$ cat src/rtl/rf_arb_pkg.sv
// Shared definitions for the register-file write-port arbiter.
// Optional build macro RF_ARB_STALL_CNT_EN is consumed by rf_write_arbiter.
package rf_arb_pkg;

  // Two-state controller: clearing sweep, then round-robin arbitration.
  typedef enum logic {
    ST_INIT = 1'b0,
    ST_ARB  = 1'b1
  } arb_state_e;

  localparam int RF_AW       = 5;
  localparam int RF_DW       = 32;
  localparam int RF_NREGS    = 32;
  localparam int STALL_CNT_W = 16;

  // Requester index width; wide enough for the largest supported NREQ (8).
  localparam int IDX_W       = 3;

endpackage

$ cat src/rtl/rr_picker.sv
// Combinational round-robin picker: grants the first asserted request at or
// after ptr_i, wrapping to the lowest index. Usable by any arbiter that keeps
// its own rotating pointer.
module rr_picker
  import rf_arb_pkg::*;
#(
  parameter int NREQ = 3
) (
  input  logic [NREQ-1:0]  req_i,
  input  logic [IDX_W-1:0] ptr_i,
  output logic [NREQ-1:0]  grant_o,
  output logic [IDX_W-1:0] idx_o,
  output logic             any_o
);

  logic [NREQ-1:0] upper_mask;
  logic [NREQ-1:0] upper_req;
  logic [NREQ-1:0] pool;

  // Requests at or above the pointer win; if none, wrap to the full vector.
  assign upper_mask = {NREQ{1'b1}} << ptr_i;
  assign upper_req  = req_i & upper_mask;
  assign pool       = (|upper_req) ? upper_req : req_i;
  // Isolate the lowest set bit of the chosen pool.
  assign grant_o    = pool & (~pool + NREQ'(1));
  assign any_o      = |req_i;

  // Encode the one-hot grant into a binary index.
  always_comb begin
    idx_o = '0;
    for (int i = 0; i < NREQ; i++) begin
      if (grant_o[i]) idx_o = IDX_W'(i);
    end
  end

endmodule

$ cat src/rtl/rf_write_arbiter.sv
// Register-file write-port arbiter. After reset it sweeps zeros into
// registers 1..NREGS-1, then shares the single write port round-robin among
// NREQ requesters with a registered write interface (accept in cycle N,
// write pulse in cycle N+1). Writes addressed to register 0 are accepted but
// dropped.
// Handshake: a request is accepted in the cycle req_valid[i] & req_ready[i];
// requesters hold valid/addr/data stable until then; req_ready is
// combinational and one-hot.
// Optional build macro RF_ARB_STALL_CNT_EN adds per-requester saturating
// stall counters on output stall_cnt.
module rf_write_arbiter
  import rf_arb_pkg::*;
#(
  parameter int NREQ  = 3,
  parameter int AW    = RF_AW,
  parameter int DW    = RF_DW,
  parameter int NREGS = RF_NREGS
) (
  input  logic                 clk,
  input  logic                 rst,
  input  logic [NREQ-1:0]      req_valid,
  input  logic [NREQ*AW-1:0]   req_addr,
  input  logic [NREQ*DW-1:0]   req_data,
  output logic [NREQ-1:0]      req_ready,
  output logic                 rf_we,
  output logic [AW-1:0]        rf_wa,
  output logic [DW-1:0]        rf_wd,
  output logic [2:0]           grant_id,
  output logic                 init_busy
`ifdef RF_ARB_STALL_CNT_EN
  ,
  output logic [NREQ*STALL_CNT_W-1:0] stall_cnt
`endif
);

  localparam logic [AW-1:0] LAST_ADDR = AW'(NREGS - 1);

  arb_state_e       state_q;
  logic [AW-1:0]    sweep_q;
  logic [IDX_W-1:0] rr_q;
  logic [IDX_W-1:0] rr_d;
  logic             we_q;
  logic [AW-1:0]    wa_q;
  logic [DW-1:0]    wd_q;
  logic [IDX_W-1:0] gid_q;

  logic [NREQ-1:0]  grant;
  logic [IDX_W-1:0] win_idx;
  logic             any_req;
  logic [AW-1:0]    sel_addr;
  logic [DW-1:0]    sel_data;

  rr_picker #(
    .NREQ (NREQ)
  ) u_picker (
    .req_i   (req_valid),
    .ptr_i   (rr_q),
    .grant_o (grant),
    .idx_o   (win_idx),
    .any_o   (any_req)
  );

  // Grants are suppressed during reset and during the clearing sweep.
  assign req_ready = (rst || state_q == ST_INIT) ? '0 : grant;

  // Pointer moves to the requester just after the winner.
  assign rr_d = (win_idx == IDX_W'(NREQ - 1)) ? '0 : win_idx + IDX_W'(1);

  // One-hot AND-OR mux of the winning requester's address and data.
  always_comb begin
    sel_addr = '0;
    sel_data = '0;
    for (int i = 0; i < NREQ; i++) begin
      sel_addr = sel_addr | ({AW{grant[i]}} & req_addr[i*AW +: AW]);
      sel_data = sel_data | ({DW{grant[i]}} & req_data[i*DW +: DW]);
    end
  end

  // Controller FSM with registered write-port outputs.
  always_ff @(posedge clk) begin
    if (rst) begin
      state_q <= ST_INIT;
      sweep_q <= AW'(1);
      rr_q    <= '0;
      we_q    <= 1'b0;
      wa_q    <= '0;
      wd_q    <= '0;
      gid_q   <= '0;
    end else if (state_q == ST_INIT) begin
      we_q    <= 1'b1;
      wa_q    <= sweep_q;
      wd_q    <= '0;
      sweep_q <= sweep_q + AW'(1);
      if (sweep_q == LAST_ADDR) state_q <= ST_ARB;
    end else begin
      if (any_req) begin
        // Register 0 is hardwired; accept the request but drop the write.
        we_q  <= (sel_addr != '0);
        wa_q  <= sel_addr;
        wd_q  <= sel_data;
        gid_q <= win_idx;
        rr_q  <= rr_d;
      end else begin
        we_q  <= 1'b0;
      end
    end
  end

  assign rf_we     = we_q;
  assign rf_wa     = wa_q;
  assign rf_wd     = wd_q;
  assign grant_id  = gid_q;
  assign init_busy = (state_q == ST_INIT);

`ifdef RF_ARB_STALL_CNT_EN
  for (genvar g = 0; g < NREQ; g++) begin : g_stall
    logic [STALL_CNT_W-1:0] cnt_q;
    // Count cycles requester g waits without a grant, saturating at all-ones.
    always_ff @(posedge clk) begin
      if (rst) begin
        cnt_q <= '0;
      end else if (req_valid[g] && !req_ready[g] && cnt_q != '1) begin
        cnt_q <= cnt_q + STALL_CNT_W'(1);
      end
    end
    assign stall_cnt[g*STALL_CNT_W +: STALL_CNT_W] = cnt_q;
  end
`endif

endmodule

$ cat config.mk
export PLATFORM = sky130hd
export DESIGN_NAME = rf_write_arbiter
export DESIGN_NICKNAME = d
export VERILOG_FILES = /design/src/rtl/rf_arb_pkg.sv /design/src/rtl/rr_picker.sv /design/src/rtl/rf_write_arbiter.sv
export SDC_FILE = /design/constraint.sdc
export NUM_CORES = 1
export LEC_CHECK = 0
export ABC_CLOCK_PERIOD_IN_PS = 2100
export CELL_PAD_IN_SITES_DETAIL_PLACEMENT = 2
export CELL_PAD_IN_SITES_GLOBAL_PLACEMENT = 2
export CORE_MARGIN = 5
export CORE_UTILIZATION = 17
export DETAILED_ROUTE_END_ITERATION = 6
export PLACE_DENSITY = 0.86
export SETUP_SLACK_MARGIN = 0.4
export SLEW_MARGIN = 20
export SYNTH_ARGS = -nofsm -noshare
export SYNTH_HDL_FRONTEND = slang
export SYNTH_SLANG_ARGS = --single-unit
$ cat constraint.sdc
create_clock -name clk -period 2.1 [get_ports clk]
set_input_delay 0.21 -clock clk [delete_from_list [all_inputs] [get_ports clk]]
set_output_delay 0.21 -clock clk [all_outputs]
set_load 0.05 [all_outputs]
==> results of run 1 <==
repair_timing:
item                                    4_1_cts  5_1_grt
gates cloned                                  2        1
gates resized for setup                      23       32
endpoints found under the setup margin       42       53
pin swaps                                    53       12
setup buffers                                11        5
flip-flops by register name (all words and copies together), names as in the netlist:
register  count
rf_wa         5
rf_wd        32
sweep_q       5
rf_we         1
rr_q          2
grant_id      2
state_q       1
critical path, cell delays in order (launching register included):
cell                      delay [ps]
sky130_fd_sc_hd__dfxtp_4         360
sky130_fd_sc_hd__buf_4           140
sky130_fd_sc_hd__nor3b_2         250
sky130_fd_sc_hd__o31a_2          240
sky130_fd_sc_hd__buf_12          160
sky130_fd_sc_hd__nor2b_4         170
sky130_fd_sc_hd__buf_12          140
where the power goes:
group / total [mW] / switching (mW) / internal (mW)
logic: 0.513 / 0.190 / 0.323
clock network: 0.914 / 0.352 / 0.561
registers: 0.934 / 0.0125 / 0.921
total: 2.36 / 0.555 / 1.81
cell type report:
class,instances,area [sq um],area share (%)
Clock inverter,2,35.0,0.764
Inverter,3,11.3,0.246
Timing Repair Buffer,194,2080,45.3
Clock buffer,6,129,2.81
Sequential cell,48,970,21.2
Multi-Input combinational cell,162,1140,25.0
Tap cell,172,215,4.70
cell families after synthesis:
family | share of synthesized area [%]
flip-flops | 44.6
XOR/XNOR | 1.22
other | 0.174
buffers and inverters | 6.28
multiplexers | 1.86
AO/OA/AOI/OAI | 29.9
AND/OR/NAND/NOR | 14.8
adder cells (fa/ha/maj) | 1.16
metal layers:
layer | up-vias | global-route usage [%] | routed length (um) | part of all wire [%]
li1 | 1274 | - | - | -
met1 | 1365 | 16.3 | 4480 | 38
met2 | 126 | 27.7 | 6280 | 53
met3 | 10 | 4.65 | 981 | 8.2
met4 | 4 | 3.64 | 157 | 1.3
met5 | - | 0 | 23 | 0.19
per-stage QoR:
stage | setup slack (ps) | setup TNS [ps] | power [mW] | hold WS, ps
after detailed placement | -21.6 | -62.7 | 1.40 | 514
after global placement | 66.7 | 0 | 1.39 | 480
after floorplan | 343 | 0 | 1.11 | 346
final | 141 | 0 | 2.36 | 476
after global routing | 86.5 | 0 | 2.47 | 486
after CTS | 213 | 0 | 2.37 | 468
worst max path at each step:
stage | startpoint | endpoint | slack [ps] | cells after the start
after CTS | rr_q[0] | req_ready[1] | 210 | 5
after detailed placement | req_valid[2] | rf_wd[1] | -20 | 8
after global routing | rr_q[0] | rf_we | 90 | 6
after floorplan | rr_q[2] | req_ready[2] | 340 | 5
final | rr_q[0] | req_ready[2] | 140 | 6
after global placement | req_valid[2] | rf_wd[23] | 70 | 8
cells in the final DEF, fill, tap and decap left out, drive strengths merged, types with 2 or more instances in the layout:
cell,n
a311oi,2
nand2b,4
nor2b,4
inv,3
a222oi,35
dlygate4sd2,6
buf,37
nor3,3
clkdlybuf4s50,139
dfxtp,48
nor2,16
and3,2
a211oi,3
xor2,2
ha,2
nor3b,2
clkbuf,7
mux2i,4
a221oi,2
a21oi,35
dlymetal6s2s,11
nand2,33
==> out/summary.txt, run 1 <==
Endpoint, Worst Hold: rf_wd[6]
result of the run: finished clean
Placeable Area: 12,500 sq um
number of distinct library cells after synthesis: 36
utilization after layout: 36.6%
data required time at the worst endpoint: 1890 ps
library cell used as clock root buffer: sky130_fd_sc_hd__clkbuf_16
type of the setup path with the least slack: reg2out
Inserted Diodes: 0
maximum number of pins on one net before global-route repair: 20
number of antenna violations at the first check in global routing: 2
worst r2r path cells: 6
Detailed Route WL: 11.9 mm
final worst-path cycle share: 93.3%
final setup vio count: 0
setup slack of the worst register-to-register path: 150 ps
final-stage net count: 532
Tot GR Track Use: 14.9%
share of async-settable or async-resettable flops after synthesis: 0%
Clock Skew: 5.48 ps
boundary pin count: 161
mean routed wirelength per cell: 20.3 um
summed instance area of the synthesized netlist: 2150 sq um
Cell Count, Final, Fillers Out: 587
number of warnings printed during yosys synthesis: 0
launch instance of the worst register-to-register path: grant_id[0]
DIE HEIGHT: 123 um
synthesized flop and latch total: 48
post-synth net total: 356
clock sinks: 48
layout cells sized above 1: 15.7%
Area after DPL: 4060 sq um
library cell occupying the most area in the post-synthesis netlist: sky130_fd_sc_hd__dfxtp_1
leakage power summed over all cells: 1.89 nW
number of max-capacitance violations reported: 0
deepest clock path buffer count: 2
Die Span X: 123 um
post-synthesis sequential area ratio: 44.6%
TritonCTS clock tree: built
IO buf count: 159
Worst slew margin: 63.5%
cell total after placement: 560
highest ir drop seen on vdd: 0.358 mV
Post-synth top cells: 48 x sky130_fd_sc_hd__dfxtp_1, 35 x sky130_fd_sc_hd__a21oi_1, 35 x sky130_fd_sc_hd__a222oi_1, 33 x sky130_fd_sc_hd__nand2_1, 16 x sky130_fd_sc_hd__nor2_1
Cell Pwr Density: 515 nW/um^2
HP Class: in2reg
Hold Path Stages: 3
number of buffers inserted during clock tree synthesis: 5
worst-margin pin slew: 545 ps
capturing element type of the critical path: output pin
via-per-instance ratio: 4.73
clock slew at the register clock pins of the worst setup and hold paths: 70 ps
fillers: 1,405
top flip-flop cell by instance count after synthesis: sky130_fd_sc_hd__dfxtp_1
hold-fix buffers at CTS: 0
layout-stage area growth over the synthesis result: 113%
endpoint arrival time on the critical path: 1750 ps
unrepaired setup endpoints after global routing: yes
maximum frequency from static timing analysis: 510 MHz
synthesized area per cell: 9.05 sq um
hold wc startpoint: req_data[6]
H-tree levels: 2
Via Count: 2,779
first-pass GRT wire length: 17.3 mm
number of flops mapped to enable cells by yosys: 0
number of standard cells after synthesis: 238
number of global-route vias before repair: 3,098
initial core utilization: 17.2%
insertion delay of the later-clocked pin in the worst-skew pair: 280 ps
most instantiated library cell after synthesis: sky130_fd_sc_hd__dfxtp_1
residual DRC count: 0
Yosys top cell area share: 44.6%
number of max-slew violations in the final report: 0
detailed placer's ending HPWL: 8.42 mm
DRT Pass-1 Iters: 6
last weighted congestion value of the routability-driven placer: 0.725
clock period minus worst slack: 1960 ps
Starting DRT DRC Count: 166
maximum fanout along the worst path: 11
Hold Fails Final Rpt: 0
remaining global-route overflow: 0
capturing point of the worst reg2reg path: rf_we
Non-Filler Cell Area, Final: 4580 sq um
remaining antenna violation count after routing: 0
launching element type of the critical path: flip-flop
Area contributors post-synth: sky130_fd_sc_hd__dfxtp_1 45%, sky130_fd_sc_hd__a222oi_1 16%, sky130_fd_sc_hd__a21oi_1 8.1%
Die ar.: 15,000 sq um
number of placement rows: 41
Note: power is estimated with default switching activity, not from simulation.
==> run 2, diff against run 1 <==
--- a/config.mk
+++ b/config.mk
@@ -5,13 +5,13 @@
 export SDC_FILE = /design/constraint.sdc
 export NUM_CORES = 1
 export LEC_CHECK = 0
-export ABC_CLOCK_PERIOD_IN_PS = 2100
+export ABC_CLOCK_PERIOD_IN_PS = 1700
 export CELL_PAD_IN_SITES_DETAIL_PLACEMENT = 2
 export CELL_PAD_IN_SITES_GLOBAL_PLACEMENT = 2
 export CORE_MARGIN = 5
-export CORE_UTILIZATION = 17
+export CORE_UTILIZATION = 16
 export DETAILED_ROUTE_END_ITERATION = 6
-export PLACE_DENSITY = 0.86
+export PLACE_DENSITY = 0.83
 export SETUP_SLACK_MARGIN = 0.4
 export SLEW_MARGIN = 20
 export SYNTH_ARGS = -nofsm -noshare
==> constraint.sdc (replaced) <==
create_clock -name clk -period 1.7 [get_ports clk]
set_input_delay 0.17 -clock clk [delete_from_list [all_inputs] [get_ports clk]]
set_output_delay 0.17 -clock clk [all_outputs]
set_load 0.05 [all_outputs]
==> run 2 against run 1 <==
  * Cell area decreased by 1.3%
  * Sequential share of layout area increased by 0.37 points
  * The flow now finishes with violations (setup timing)
  * Highest routed layer is now met4
  * Clock skew about the same
  * Power increased by 26%
==> out/summary.txt, run 2 (synthesized netlist as in run 1, its figures left out) <==
leakage power summed over all cells: 1.71 nW (was 1.89 nW)
H-tree levels: 2 (unchanged)
data required time at the worst endpoint: 1530 ps (was 1890 ps)
HP Class: in2reg (unchanged)
final-layout worst hold slack: 421 ps (was 476 ps)
number of buffers inserted during clock tree synthesis: 5 (unchanged)
Internal: 2.26 mW (was 1.81 mW)
layout cells sized above 1: 25.8% (was 15.7%)
final worst-path cycle share: 113%
via-per-instance ratio: 4.72 (was 4.73)
part of the power in registers: 38.7% (was 39.6%)
type of the setup path with the least slack: reg2out (unchanged)
Hold Fails Final Rpt: 0 (unchanged)
Critical Path Most Common Cell: sky130_fd_sc_hd__buf_12 (unchanged)
deepest clock path buffer count: 2 (unchanged)
hold wc startpoint: req_data[10] (was req_data[6])
first-pass GRT wire length: 18.4 mm (was 17.3 mm)
capturing point of the worst reg2reg path: rf_we (unchanged)
layout-stage area growth over the synthesis result: 110% (was 113%)
Die ar.: 15,900 sq um (was 15,000 sq um)
TritonCTS clock tree: built (unchanged)
detailed placer's ending HPWL: 8.90 mm (was 8.42 mm)
clock period minus worst slack: 1920 ps
result of the run: finished, violations left (was finished clean)
fillers: 1,471 (was 1,405)
DRT Pass-1 Iters: 6 (unchanged)
maximum fanout along the worst path: 5 (was 11)
cell-by-cell listing of the critical path: and4bb_2 -> and4b_4 -> buf_12 -> nor2b_4 -> buf_12 (was buf_4 -> nor3b_2 -> o31a_2 -> buf_12 -> nor2b_4 -> buf_12)
boundary pin count: 161 (unchanged)
number of antenna violations at the first check in global routing: 0 (was 2)
Tot GR Track Use: 14.9% (about the same)
cell total after placement: 569 (was 560)
Inserted Diodes: 0 (unchanged)
final setup vio count: 41 (was 0)
area occupied by multi-input gates: 1140 sq um (about the same)
Cell Count, Final, Fillers Out: 590 (was 587)
flip-flop count of the largest register after layout: 32 (unchanged)
switching part of the total power: 24.3% (was 23.5%)
setup slack of the worst register-to-register path: -210 ps (was 150 ps)
launching element type of the critical path: flip-flop (unchanged)
unrepaired setup endpoints after global routing: yes (unchanged)
Die Span X: 126 um (was 123 um)
maximum number of pins on one net before global-route repair: 24 (was 20)
library cell used as clock root buffer: sky130_fd_sc_hd__clkbuf_16 (unchanged)
utilization after layout: 34.1% (was 36.6%)
insertion delay of the later-clocked pin in the worst-skew pair: 300 ps (was 280 ps)
highest-delay cell along the critical path: sky130_fd_sc_hd__dfxtp_4 (unchanged)
leading cell type in the layout, fill and taps excluded: sky130_fd_sc_hd__clkdlybuf4s50_1 (unchanged)
Seq. cell area: 973 sq um (was 970 sq um)
capturing element type of the critical path: output pin (unchanged)
DIE HEIGHT: 126 um (was 123 um)
number of max-capacitance violations reported: 0 (unchanged)
worst r2r path cells: 6 (unchanged)
IO buf count: 159 (unchanged)
Worst path max stage delay: 380 ps (was 360 ps)
Hold Path Stages: 3 (unchanged)
last weighted congestion value of the routability-driven placer: 0.731 (was 0.725)
number of global-route vias before repair: 3,172 (was 3,098)
setup TNS: -4490 ps (was 0 ps)
residual DRC count: 0 (unchanged)
Clock Skew: 5.51 ps (was 5.48 ps)
Critical path origin: rr_q[0] (unchanged)
Endpoint, Worst Hold: rf_wd[10] (was rf_wd[6])
Non-Filler Cell Area, Final: 4520 sq um (was 4580 sq um)
Via Count: 2,784 (was 2,779)
mean routed wirelength per cell: 20.9 um (was 20.3 um)
Switch Pwr: 724 uW (was 555 uW)
clock slew at the register clock pins of the worst setup and hold paths: 70 ps (about the same)
endpoint arrival time on the critical path: 1750 ps (about the same)
power share of the clock group: 40.8% (was 38.7%)
Area after DPL: 4060 sq um (unchanged)
Starting DRT DRC Count: 232 (was 166)
number of max-slew violations in the final report: 0 (unchanged)
maximum frequency from static timing analysis: 520 MHz
Detailed Route WL: 12.3 mm (was 11.9 mm)
highest ir drop seen on vdd: 0.284 mV (was 0.358 mV)
remaining antenna violation count after routing: 0 (unchanged)
final-stage net count: 531 (was 532)
top library cells by usage in the layout, fill and taps aside: 112 x sky130_fd_sc_hd__clkdlybuf4s50_1, 44 x sky130_fd_sc_hd__dfxtp_1, 35 x sky130_fd_sc_hd__a222oi_1, 35 x sky130_fd_sc_hd__a21oi_1, 35 x sky130_fd_sc_hd__buf_4 (was 139 x sky130_fd_sc_hd__clkdlybuf4s50_1, 45 x sky130_fd_sc_hd__dfxtp_1, 35 x sky130_fd_sc_hd__a222oi_1, 35 x sky130_fd_sc_hd__a21oi_1, 33 x sky130_fd_sc_hd__nand2_1)
Cell Pwr Density: 659 nW/um^2 (was 515 nW/um^2)
number of placement rows: 42 (was 41)
clock sinks: 48 (unchanged)
Comb power frac: 20.5% (was 21.7%)
initial core utilization: 16.3% (was 17.2%)
Placeable Area: 13,200 sq um (was 12,500 sq um)
launch instance of the worst register-to-register path: rr_q[0] (was grant_id[0])
remaining global-route overflow: 0 (unchanged)
violations in the final reports: setup timing
Final Worst Setup Slack: -225 ps (was 141 ps)
==> run 2: cell count changes in the layout (fill, tap and decap cells not counted), moves of 2 or more <==
cell,delta
sky130_fd_sc_hd__dlygate4sd2_1,-5
sky130_fd_sc_hd__buf_4,+18
sky130_fd_sc_hd__clkdlybuf4s15_2,+25
sky130_fd_sc_hd__clkdlybuf4s50_1,-27
sky130_fd_sc_hd__dlymetal6s2s_1,-9
sky130_fd_sc_hd__buf_12,-2
==> run 2: final cells by class <==
class	count	share of cell area [%]
clock buffers	6	3.07
clock inverters	2	0.858
inverters	3	0.249
multi-input cells	162	25.2
flip-flops and latches	48	21.5
well taps	176	4.87
repair buffers	193	44.2
==> run 2: repair_timing <==
item	4_1_cts	5_1_grt
gates cloned	2	0
pin swaps	13	16
endpoints found under the hold margin	0	0
resized for setup	91	20
setup buffers	6	5
hold buffers	0	0
setup endpoints to repair	71	47
==> run 2: how the worst max path moves through the flow <==
stage,depth (start not counted),to
floorplan,5,req_ready[1]
global placement,8,rf_we
detailed placement,6,rf_we
CTS,5,req_ready[0]
global route,6,rf_we
finish,5,req_ready[1]
==> run 2: routing by layer <==
metal | track usage (%) | wire, um | vias to the layer above
met5 | 0 | 0 | -
met2 | 26.4 | 6230 | 138
li1 | - | - | 1267
met1 | 16.7 | 4930 | 1359
met3 | 4.19 | 858 | 20
met4 | 5.99 | 317 | 0
==> run 2: worst max-delay path, delay by kind of cell (launching register included) <==
kind / cells / cell delay [ps]
buf+inv: 2 / 260
flops: 1 / 380
simple gates: 3 / 810
==> run 2: stage by stage <==
stage / setup WS (ps) / total power, mW
floorplan: 92.4 / 1.37
global placement: -343 / 1.72
detailed placement: -445 / 1.73
CTS: -226 / 3.03
global route: -318 / 3.11
finish: -225 / 2.98
==> run 2: power by group through the flow <==
stage / registers (mW) / clock network [mW] / logic, mW
global route: 1.15 / 1.30 / 0.652
CTS: 1.16 / 1.28 / 0.596
finish: 1.15 / 1.22 / 0.612
global placement: 1.18 / 0 / 0.534
floorplan: 1.20 / 0 / 0.168
detailed placement: 1.18 / 0 / 0.550
==> run 3, diff against run 2 <==
--- a/config.mk
+++ b/config.mk
@@ -11,6 +11,7 @@
 export CORE_MARGIN = 5
 export CORE_UTILIZATION = 16
 export DETAILED_ROUTE_END_ITERATION = 6
+export GPL_TIMING_DRIVEN = 0
 export PLACE_DENSITY = 0.83
 export SETUP_SLACK_MARGIN = 0.4
 export SLEW_MARGIN = 20
==> constraint.sdc (replaced) <==
create_clock -name clk -period 1.7 [get_ports clk]
set_input_delay 0.17 -clock clk [delete_from_list [all_inputs] [get_ports clk]]
set_output_delay 0.17 -clock clk [all_outputs]
set_load 0.01 [all_outputs]
==> run 3 against run 2 <==
  * The run still ends with setup timing left
  * Non-clock buffer count rose by 19
  * Hold slack got worse by 130 ps
  * Count of clock-buffer cells in the layout rose by 1
  * Cell area rose by 4.2%
  * Sequential power barely moved
  * Power rose by 2.0%
  * First-iteration DRC count fell by 19%
  * Core utilization rose by 1.4 points
  * Die area did not move
  * Flip-flop and latch count did not move
  * Critical endpoint is now rf_we
  * Largest cell class unchanged
==> out/summary.txt, run 3 (synthesized netlist as in run 1, its figures left out) <==
H-tree levels: 2 (unchanged)
via-per-instance ratio: 4.63 (was 4.72)
Cell Count, Final, Fillers Out: 609 (was 590)
Internal: 2.33 mW (was 2.26 mW)
Non-Filler Cell Area, Final: 4710 sq um (was 4520 sq um)
top library cells by usage in the layout, fill and taps aside: 112 x sky130_fd_sc_hd__clkdlybuf4s50_1, 43 x sky130_fd_sc_hd__dlygate4sd2_1, 42 x sky130_fd_sc_hd__dfxtp_1 (was 112 x sky130_fd_sc_hd__clkdlybuf4s50_1, 44 x sky130_fd_sc_hd__dfxtp_1, 35 x sky130_fd_sc_hd__a222oi_1, 35 x sky130_fd_sc_hd__a21oi_1, 35 x sky130_fd_sc_hd__buf_4)
Hold Path Stages: 2 (was 3)
Die ar.: 15,900 sq um (unchanged)
layout cells sized above 1: 20.1% (was 25.8%)
DRT Pass-1 Iters: 5 (was 6)
boundary pin count: 161 (unchanged)
final setup vio count: 43 (was 41)
highest ir drop seen on vdd: 0.329 mV (was 0.284 mV)
Clock Skew: 9.59 ps (was 5.51 ps)
violations in the final reports: setup timing (unchanged)
detailed placer's ending HPWL: 8.72 mm (was 8.90 mm)
Critical path origin: rr_q[2] (was rr_q[0])
layout-stage area growth over the synthesis result: 119% (was 110%)
data required time at the worst endpoint: 1920 ps (was 1530 ps)
hold wc startpoint: rst (was req_data[10])
residual DRC count: 0 (unchanged)
Switch Pwr: 707 uW (was 724 uW)
number of buffer and inverter stages on the critical path: 4 (was 2)
insertion delay of the later-clocked pin in the worst-skew pair: 290 ps (was 300 ps)
leakage power summed over all cells: 1.94 nW (was 1.71 nW)
HP Class: in2reg (unchanged)
Die Span X: 126 um (unchanged)
number of max-capacitance violations reported: 0 (unchanged)
Placeable Area: 13,200 sq um (unchanged)
worst setup slack before clock tree synthesis: -964 ps (was -445 ps)
mean routed wirelength per cell: 21.0 um (was 20.9 um)
Detailed Route WL: 12.8 mm (was 12.3 mm)
hold-fix buffers at CTS: 0 (unchanged)
highest-delay cell along the critical path: sky130_fd_sc_hd__dfxtp_4 (unchanged)
clock period minus worst slack: 1980 ps (was 1920 ps)
Comb power frac: 21.1% (was 20.5%)
final worst-path cycle share: 116% (was 113%)
maximum fanout along the worst path: 6 (was 5)
first-pass GRT wire length: 18.9 mm (was 18.4 mm)
Worst path max stage delay: 360 ps (was 380 ps)
clock slew at the register clock pins of the worst setup and hold paths: 70 ps (about the same)
DIE HEIGHT: 126 um (unchanged)
Inserted Diodes: 0 (unchanged)
Critical Path Most Common Cell: sky130_fd_sc_hd__buf_4 (was sky130_fd_sc_hd__buf_12)
fillers: 1,468 (was 1,471)
setup slack of the worst register-to-register path: -280 ps (was -210 ps)
Area after DPL: 4010 sq um (was 4060 sq um)
area occupied by multi-input gates: 1190 sq um (was 1140 sq um)
number of max-slew violations in the final report: 0 (unchanged)
unrepaired setup endpoints after global routing: yes (unchanged)
type of the setup path with the least slack: reg2reg (was reg2out)
cell total after placement: 572 (was 569)
endpoint arrival time on the critical path: 2200 ps (was 1750 ps)
power share of the clock group: 40.9% (was 40.8%)
clock sinks: 48 (unchanged)
Tot GR Track Use: 15.2% (was 14.9%)
IO buf count: 158 (was 159)
Seq. cell area: 978 sq um (was 973 sq um)
maximum number of pins on one net before global-route repair: 15 (was 24)
number of buffers inserted during clock tree synthesis: 5 (unchanged)
flip-flop count of the largest register after layout: 32 (unchanged)
remaining antenna violation count after routing: 0 (unchanged)
TritonCTS clock tree: built (unchanged)
final-stage net count: 550 (was 531)
leading cell type in the layout, fill and taps excluded: sky130_fd_sc_hd__clkdlybuf4s50_1 (unchanged)
number of placement rows: 42 (unchanged)
number of global-route vias before repair: 3,234 (was 3,172)
total power of the final layout: 3.04 mW (was 2.98 mW)
cell class contributing the biggest share of worst-path delay: buffers and inverters (was simple AND/OR/NAND/NOR gates)
result of the run: finished, violations left (unchanged)
launch instance of the worst register-to-register path: rr_q[2] (was rr_q[0])
worst r2r path cells: 9 (was 6)
Hold Fails Final Rpt: 0 (unchanged)
utilization after layout: 35.6% (was 34.1%)
deepest clock path buffer count: 2 (unchanged)
cell-by-cell listing of the critical path: and4bb_1 -> buf_4 -> a311oi_4 -> buf_6 -> buf_8 -> a222oi_1 -> buf_4 -> and3_1 -> a31oi_1 (was and4bb_2 -> and4b_4 -> buf_12 -> nor2b_4 -> buf_12)
worst-margin pin slew: 671 ps
depth of the critical timing path with buffers and inverters included: 9 (was 5)
maximum frequency from static timing analysis: 505 MHz (was 520 MHz)
Starting DRT DRC Count: 188 (was 232)
last weighted congestion value of the routability-driven placer: 0.740 (was 0.731)
number of antenna violations at the first check in global routing: 0 (unchanged)
Final Worst Setup Slack: -279 ps (was -225 ps)
remaining global-route overflow: 0 (unchanged)
initial core utilization: 16.3% (unchanged)
launching element type of the critical path: flip-flop (unchanged)
library cell used as clock root buffer: sky130_fd_sc_hd__clkbuf_16 (unchanged)
Worst slew margin: 55.3%
Cell Pwr Density: 645 nW/um^2 (was 659 nW/um^2)
Via Count: 2,820 (was 2,784)
switching part of the total power: 23.2% (was 24.3%)
part of the power in registers: 38.0% (was 38.7%)
capturing element type of the critical path: flip-flop (was output pin)
-- run 3: changes by cell type in the layout (fill, tap and decap cells not counted), moves of 2 or more --
| cell | change |
|---|---|
| sky130_fd_sc_hd__clkdlybuf4s15_2 | -25 |
| sky130_fd_sc_hd__clkbuf_2 | +5 |
| sky130_fd_sc_hd__buf_4 | -18 |
| sky130_fd_sc_hd__a21oi_2 | +2 |
| sky130_fd_sc_hd__dlygate4sd2_1 | +42 |
| sky130_fd_sc_hd__ha_4 | +2 |
| sky130_fd_sc_hd__dfxtp_1 | -2 |
| sky130_fd_sc_hd__clkbuf_1 | +5 |
| sky130_fd_sc_hd__buf_8 | +6 |
| sky130_fd_sc_hd__ha_1 | -2 |
| sky130_fd_sc_hd__buf_6 | +4 |
| sky130_fd_sc_hd__dlymetal6s2s_1 | -2 |
| sky130_fd_sc_hd__a21oi_1 | -2 |
| sky130_fd_sc_hd__clkbuf_8 | +2 |
-- run 3: final timing paths --
check | endpoint
max reg2reg | rf_we
min reg2reg | rf_wa[0]
min | rf_wa[3]
max | rf_we
-- run 3: power groups by stage --
| stage | Sequential, mW | Clock, mW | Combinational [mW] |
|---|---|---|---|
| finish | 1.15 | 1.24 | 0.642 |
| global placement | 1.18 | 0 | 0.501 |
| detailed placement | 1.18 | 0 | 0.518 |
| CTS | 1.15 | 1.29 | 0.621 |
| floorplan | 1.18 | 0 | 0.164 |
| global route | 1.16 | 1.34 | 0.686 |
-- run 3: per-stage QoR --
step / hold WS [ps] / TNS [ps]
global placement: 473 / -25010
global route: 306 / -10690
finish: 287 / -7360
floorplan: 306 / 0
CTS: 295 / -4620
detailed placement: 498 / -27240
-- run 3: routing by layer --
metal,share of wire (%),vias up,track usage [%]
met5,0,-,0
met3,6.7,16,4.02
met4,1.9,0,4.04
met2,52,124,27.9
met1,40,1363,17.2
li1,-,1317,-
-- run 3: layout make-up --
type	count	area share, %
inverter	3	0.239
buffer	25	5.12
timing repair buffer	187	40.0
tap	176	4.67
multi-input combinational	162	25.3
clock inverter	1	0.637
sequential	48	20.8
clock buffer	7	3.24
-- run 3: repair_timing --
action                                  CTS  global route
resized for setup                       115            17
endpoints found under the setup margin   86            50
gates cloned                              2             1
setup buffers                            23             3
pin swaps                                32            16
==> edit 1, RTL diff (flow settings as in run 3) <==
`NREQ` is set to 3 in 2 places; all go to 6.
--- a/src/rtl/rr_picker.sv
+++ b/src/rtl/rr_picker.sv
@@ -6,3 +6,3 @@
 #(
-  parameter int NREQ = 3
+  parameter int NREQ = 6
 ) (
--- a/src/rtl/rf_write_arbiter.sv
+++ b/src/rtl/rf_write_arbiter.sv
@@ -13,3 +13,3 @@
 #(
-  parameter int NREQ  = 3,
+  parameter int NREQ  = 6,
   parameter int AW    = RF_AW,
Interface: changed (resized req_addr, req_data, req_ready and req_valid); port bits go from 161 to 278. The function was not compared with the original's and may differ.
==> edit 1 against run 3 <==
The run still ends with negative setup slack left; cell area up 59%; sequential cell count up 2; synthesized area up 52%; worst setup slack worse by 0.48 ns; critical path depth up 2; total power up 17%; worst hold slack better by 0.14 ns; via count up 75%; routed wire length up 92%; cell count up 64%; critical path type unchanged.
==> edit 1: results (changes against run 3) <==
** STA
- Normalized max-slew margin :: 0.422 (-0.130)
- The worst setup skew after layout came to 0.0137 ns (+0.00410 ns).
- The sum of negative setup slack is -30.66 ns (-23.31 ns).
- Number of setup violations in the final report :: 50 (+16%)
- Setup slack after layout :: -0.764 ns (-0.485 ns)

** Route
- Vias per cell :: 4.93 (+6.5%)
- The met2 wire length came to 12.7 mm (+92%).
- The post-detailed-routing wire length was 24.6 mm (+92%).
- Initial detailed-routing violation count :: 263 (+40%)
- The routed metal-1 wirelength was 10.1 mm (+98%).
- Pre-antenna DRT Iters :: 7 (+2)

** Synthesis
- The synthesized area per cell was 8.45 um2 (-6.6%).
- By area the synthesized netlist is led by dfxtp_1, a222oi_1, a221oi_1.
- By count the netlist is led by dfxtp_1, nand2_1, a222oi_1, a221oi_1, o21ai_0.
- Post-synthesis adder-cell area fraction :: 0.00763 (-0.00399)
- The number of warnings issued by yosys was 0 (unchanged).
- The synthesized-area fraction occupied by xor and xnor cells was 0.00802 (-0.00419).
- The synthesized net count is 620 (+74%).
- Unique masters post-synth :: 51 (+42%)
- The sequential cell area fraction in the yosys report is 0.305 (-0.141).
- Area fraction in compound gates after synthesis :: 0.432 (+0.132)
- The portion of netlist area occupied by mux cells is 0.00611 (-0.0125).

** Worst setup path
- Cell family with the largest share of critical-path delay :: compound AO/OA/AOI/OAI gates
- The biggest fanout along the worst timing path was 6 (unchanged).
- Slowest cell on the critical path :: a222oi_1
- Maximum single-stage delay on the critical path :: 0.52 ns (+0.16 ns)

** GRT
- The first-pass GRT wire length was 34.9 mm (+85%).
- Global routing met3 resource utilization :: 0.0410 (+0.000775)
- Met1 usage in global routing :: 0.234 (+0.0615)
- The total routing usage reported by global routing is 0.192 (+0.0402).
- The fraction of met2 tracks used by global routing is 0.350 (+0.0705).
- Vias in the first global route :: 5507 (+70%)

** Placed design
- Port Buffers :: 276 (+75%)
- Weighted congestion reported at the end of routability-driven placement :: 0.785 (+6.1%)
- The cell area after placement is 6470 um2 (+61%).
- Post-place setup slack :: -1.58 ns (-0.611 ns)
- The detailed-placement wirelength estimate was 18.1 mm (+110%).
- The number of placed instances with taps included came to 934 (+63%).

** Finish
- Fraction of layout instances using a drive strength above 1 :: 0.239 (+0.0381)
- The layout filler cell count came to 2216 (+51%).
- Fin nets :: 959 (+74%)
- Post-Layout Cell Count :: 998 (+64%)

** Power
- The maximum resistive drop on vdd came to 371 uV (+13%).
- The total leakage power came to 2.87 nW (+48%).

** Worst hold path
- In this run the most critical hold path is launched from req_data[80].

** Clock tree
- Number of H-tree levels :: 2 (unchanged)
- Later-pin clock latency in the skew report :: 0.31 ns (+0.02 ns)

** Outcome
- The run finished, with violations left.
- Failing checks :: negative setup slack
-- edit 1: cell count changes after synthesis, moves of 5 or more --
cell / delta
buf_2: -6
clkbuf_1: +13
a31oi_1: +32
nor2_1: +5
nand2_1: +12
and2_1: +10
o21ai_0: +33
buf_6: +10
a221oi_1: +33
a21oi_1: -29
-- edit 1: worst reg2reg max path, cell delays in order, from the launching register on --
cell and delay [ns]:
dfxtp_4 0.38, nand2b_4 0.13, o31a_1 0.20, a41o_4 0.25
buf_6 0.11, a21boi_4 0.05, buf_6 0.12, and2_4 0.15
buf_8 0.13, buf_8 0.14, a222oi_1 0.53, a31oi_1 0.14
-- edit 1: report_power, final --
part           leakage [nW]  switching (mW)  internal, mW
Combinational          2.38           0.389         0.720
Clock                0.0842           0.548         0.701
Sequential            0.409          0.0139          1.18
Total                  2.87           0.951          2.60
-- edit 1: path summary, 6_finish.rpt --
kind                                  end  slack, ns  cells after the start
worst max-delay path             rf_wd[1]      -0.76                     11
worst min-delay path            rf_wd[16]       0.42                      3
worst max register to register   rf_wd[1]      -0.76                     11
worst min register to register   rf_wa[1]       0.48                      2
-- edit 1: area by class of cell --
class / count / share of cell area
repair buffers: 332 / 0.432
multi-input cells: 292 / 0.309
flip-flops and latches: 50 / 0.136
plain buffers: 40 / 0.0523
well taps: 270 / 0.0450
clock buffers: 5 / 0.0167
clock inverters: 3 / 0.00583
inverters: 6 / 0.00350
-- edit 1: timing repair --
item                       4_1_cts  5_1_grt
pin swaps                       19       35
gates resized for setup        140       60
setup buffers                   33       22
setup endpoints to repair       95       51
cloned                           0        1
-- edit 1: logic make-up after synthesis --
logic type      count (synthesis)
xor+xnor                        3
buf+inv                        46
mux                             2
simple gates                  109
fa+ha+maj                       2
flops                          50
compound gates                176
==> edit 2, RTL diff (settings of run 3) <==
Made on the original files. Add a define of `RF_ARB_STALL_CNT_EN`.
--- a/src/rtl/rf_write_arbiter.sv
+++ b/src/rtl/rf_write_arbiter.sv
@@ -10,2 +10,4 @@
 // stall counters on output stall_cnt.
+`define RF_ARB_STALL_CNT_EN
+
 module rf_write_arbiter
Formal check against the unedited RTL (old outputs only; new: stall_cnt): equivalent (Yosys induction, for registers that start in step).
==> edit 2 against run 3 <==
The run still ends with negative setup slack left; sequential cell count up 48; total power up 79%; cell count up 96%; combinational power up 29%; routed wire length up 87%; synthesized area up 110%; worst setup slack better by 0.060 ns; cell area up 83%; die area up 100%; largest cell class is now multi-input gates.
==> edit 2: results (changes against run 3) <==
** Outcome
- The run finished, with violations left.
- Failing checks :: negative setup slack

** Die
- The width of the chip is 180 um (+43%).

** Finish
- The number of flip-flops under the largest register name came to 48 (+50%).
- The non-clock inverter instance count of the final layout was 11 (+8).
- Fin nets :: 928 (+69%)
- The fraction of layout instances using a drive strength above 1 is 0.280 (+0.0790).
- Sequential cell count of the final layout :: 96 (+100%)
- The total of clock buffers placed in the layout was 10 (+3).
- Fillcell total :: 3246 (+120%)
- The flip-flop and latch share of the layout cell area is 0.238 (+0.0299).
- The count of multi-input combinational gates came to 390 (+140%).
- Final standard cell utilization of the core :: 0.302 (-0.0535)

** Placed design
- Count of placed standard cells including taps :: 1125 (+97%)
- The number of buffers inserted by port buffering came to 204 (+29%).
- The detailed-placement wirelength estimate came to 16.8 mm (+93%).
- The cell area after placement is 7290 um2 (+82%).

** Route
- The total number of vias was 5551 (+97%).
- Pre-antenna DRT Iters :: 7 (+2)

** Synthesis
- Most frequent cells after synthesis :: dfxtp_1, a21oi_1, nand2_1, a222oi_1, nor2_1
- The gate count after technology mapping was 537 (+130%).
- Xor-xnor portion of the synthesized cell area :: 0.0133 (+0.00109)
- Largest cells by area after synthesis :: dfxtp_1, a21oi_1, a222oi_1
- Area fraction in compound gates after synthesis :: 0.253 (-0.0459)
- Sequential share of the synthesized area :: 0.417 (-0.0295)
- The share of synthesized cell area in full adder, half adder and majority cells is 0.0136 (+0.00194).
- The synthesized net count was 658 (+85%).

** GRT
- Maximum number of pins on one net before global-route repair :: 16 (+1)
- The total routing usage reported by global routing came to 0.139 (-0.0125).
- The number of antenna violations at the first check in global routing came to 1 (+1).
- The first-pass GRT wire length was 36.1 mm (+91%).
- The via count of the first global-routing pass came to 6129 (+90%).

** STA
- Setup Total Neg Slack :: -9.72 ns (-2.36 ns)
- Normalized max-slew margin :: 0.553 (about the same)
- Number of setup violations in the final report :: 84 (+95%)
- Setup slack after layout :: -0.220 ns (+0.0597 ns)

** Clock tree
- The CTS H-tree depth was 3 (+1).
- Later-pin clock latency in the skew report :: 0.36 ns (+0.07 ns)
- The total CTS buffers is 9 (+4).

** Power
- The total leakage power came to 3.37 nW (+74%).
- Peak VDD IR :: 471 uV (+43%)

** Worst setup path
- Among cell families on the critical path, the largest total delay comes from compound AO/OA/AOI/OAI gates.
- Maximum single-stage delay on the critical path :: 0.50 ns (+0.14 ns)
- Biggest fanout along the worst timing path :: 7 (+1)

** Worst hold path
- Worst hold path stage count :: 3 (+1)
## edit 2: worst paths after layout
check,from,to,slack (ns)
setup / recovery,rr_q[0],g_stall[1].cnt_q[15],-0.22
hold reg to reg,grant_id[1],grant_id[1],0.50
setup reg to reg,rr_q[0],g_stall[1].cnt_q[15],-0.22
hold / removal,rst,g_stall[1].cnt_q[9],0.30
## edit 2: repair_timing
action                     in CTS  in global routing
gates resized for setup       237                 60
hold buffers                    0                  0
buffers inserted               36                 15
pin swaps                      77                 32
setup endpoints to repair     187                104
hold endpoints to repair        0                  0
gates cloned                    2                  2
## edit 2: metal layers
layer	GRT usage	routed length (um)	share of wire
met1	0.163	9870	0.41
met2	0.250	12400	0.52
met3	0.0333	1160	0.048
met4	0.0451	481	0.020
met5	0	13	0.00054
## edit 2: where the power goes
group          internal (mW)  total (mW)  switching [mW]
Combinational          0.477       0.825           0.348
Clock                   1.33        2.32           0.993
Sequential              2.25        2.30          0.0542
Total                   4.05        5.45            1.40
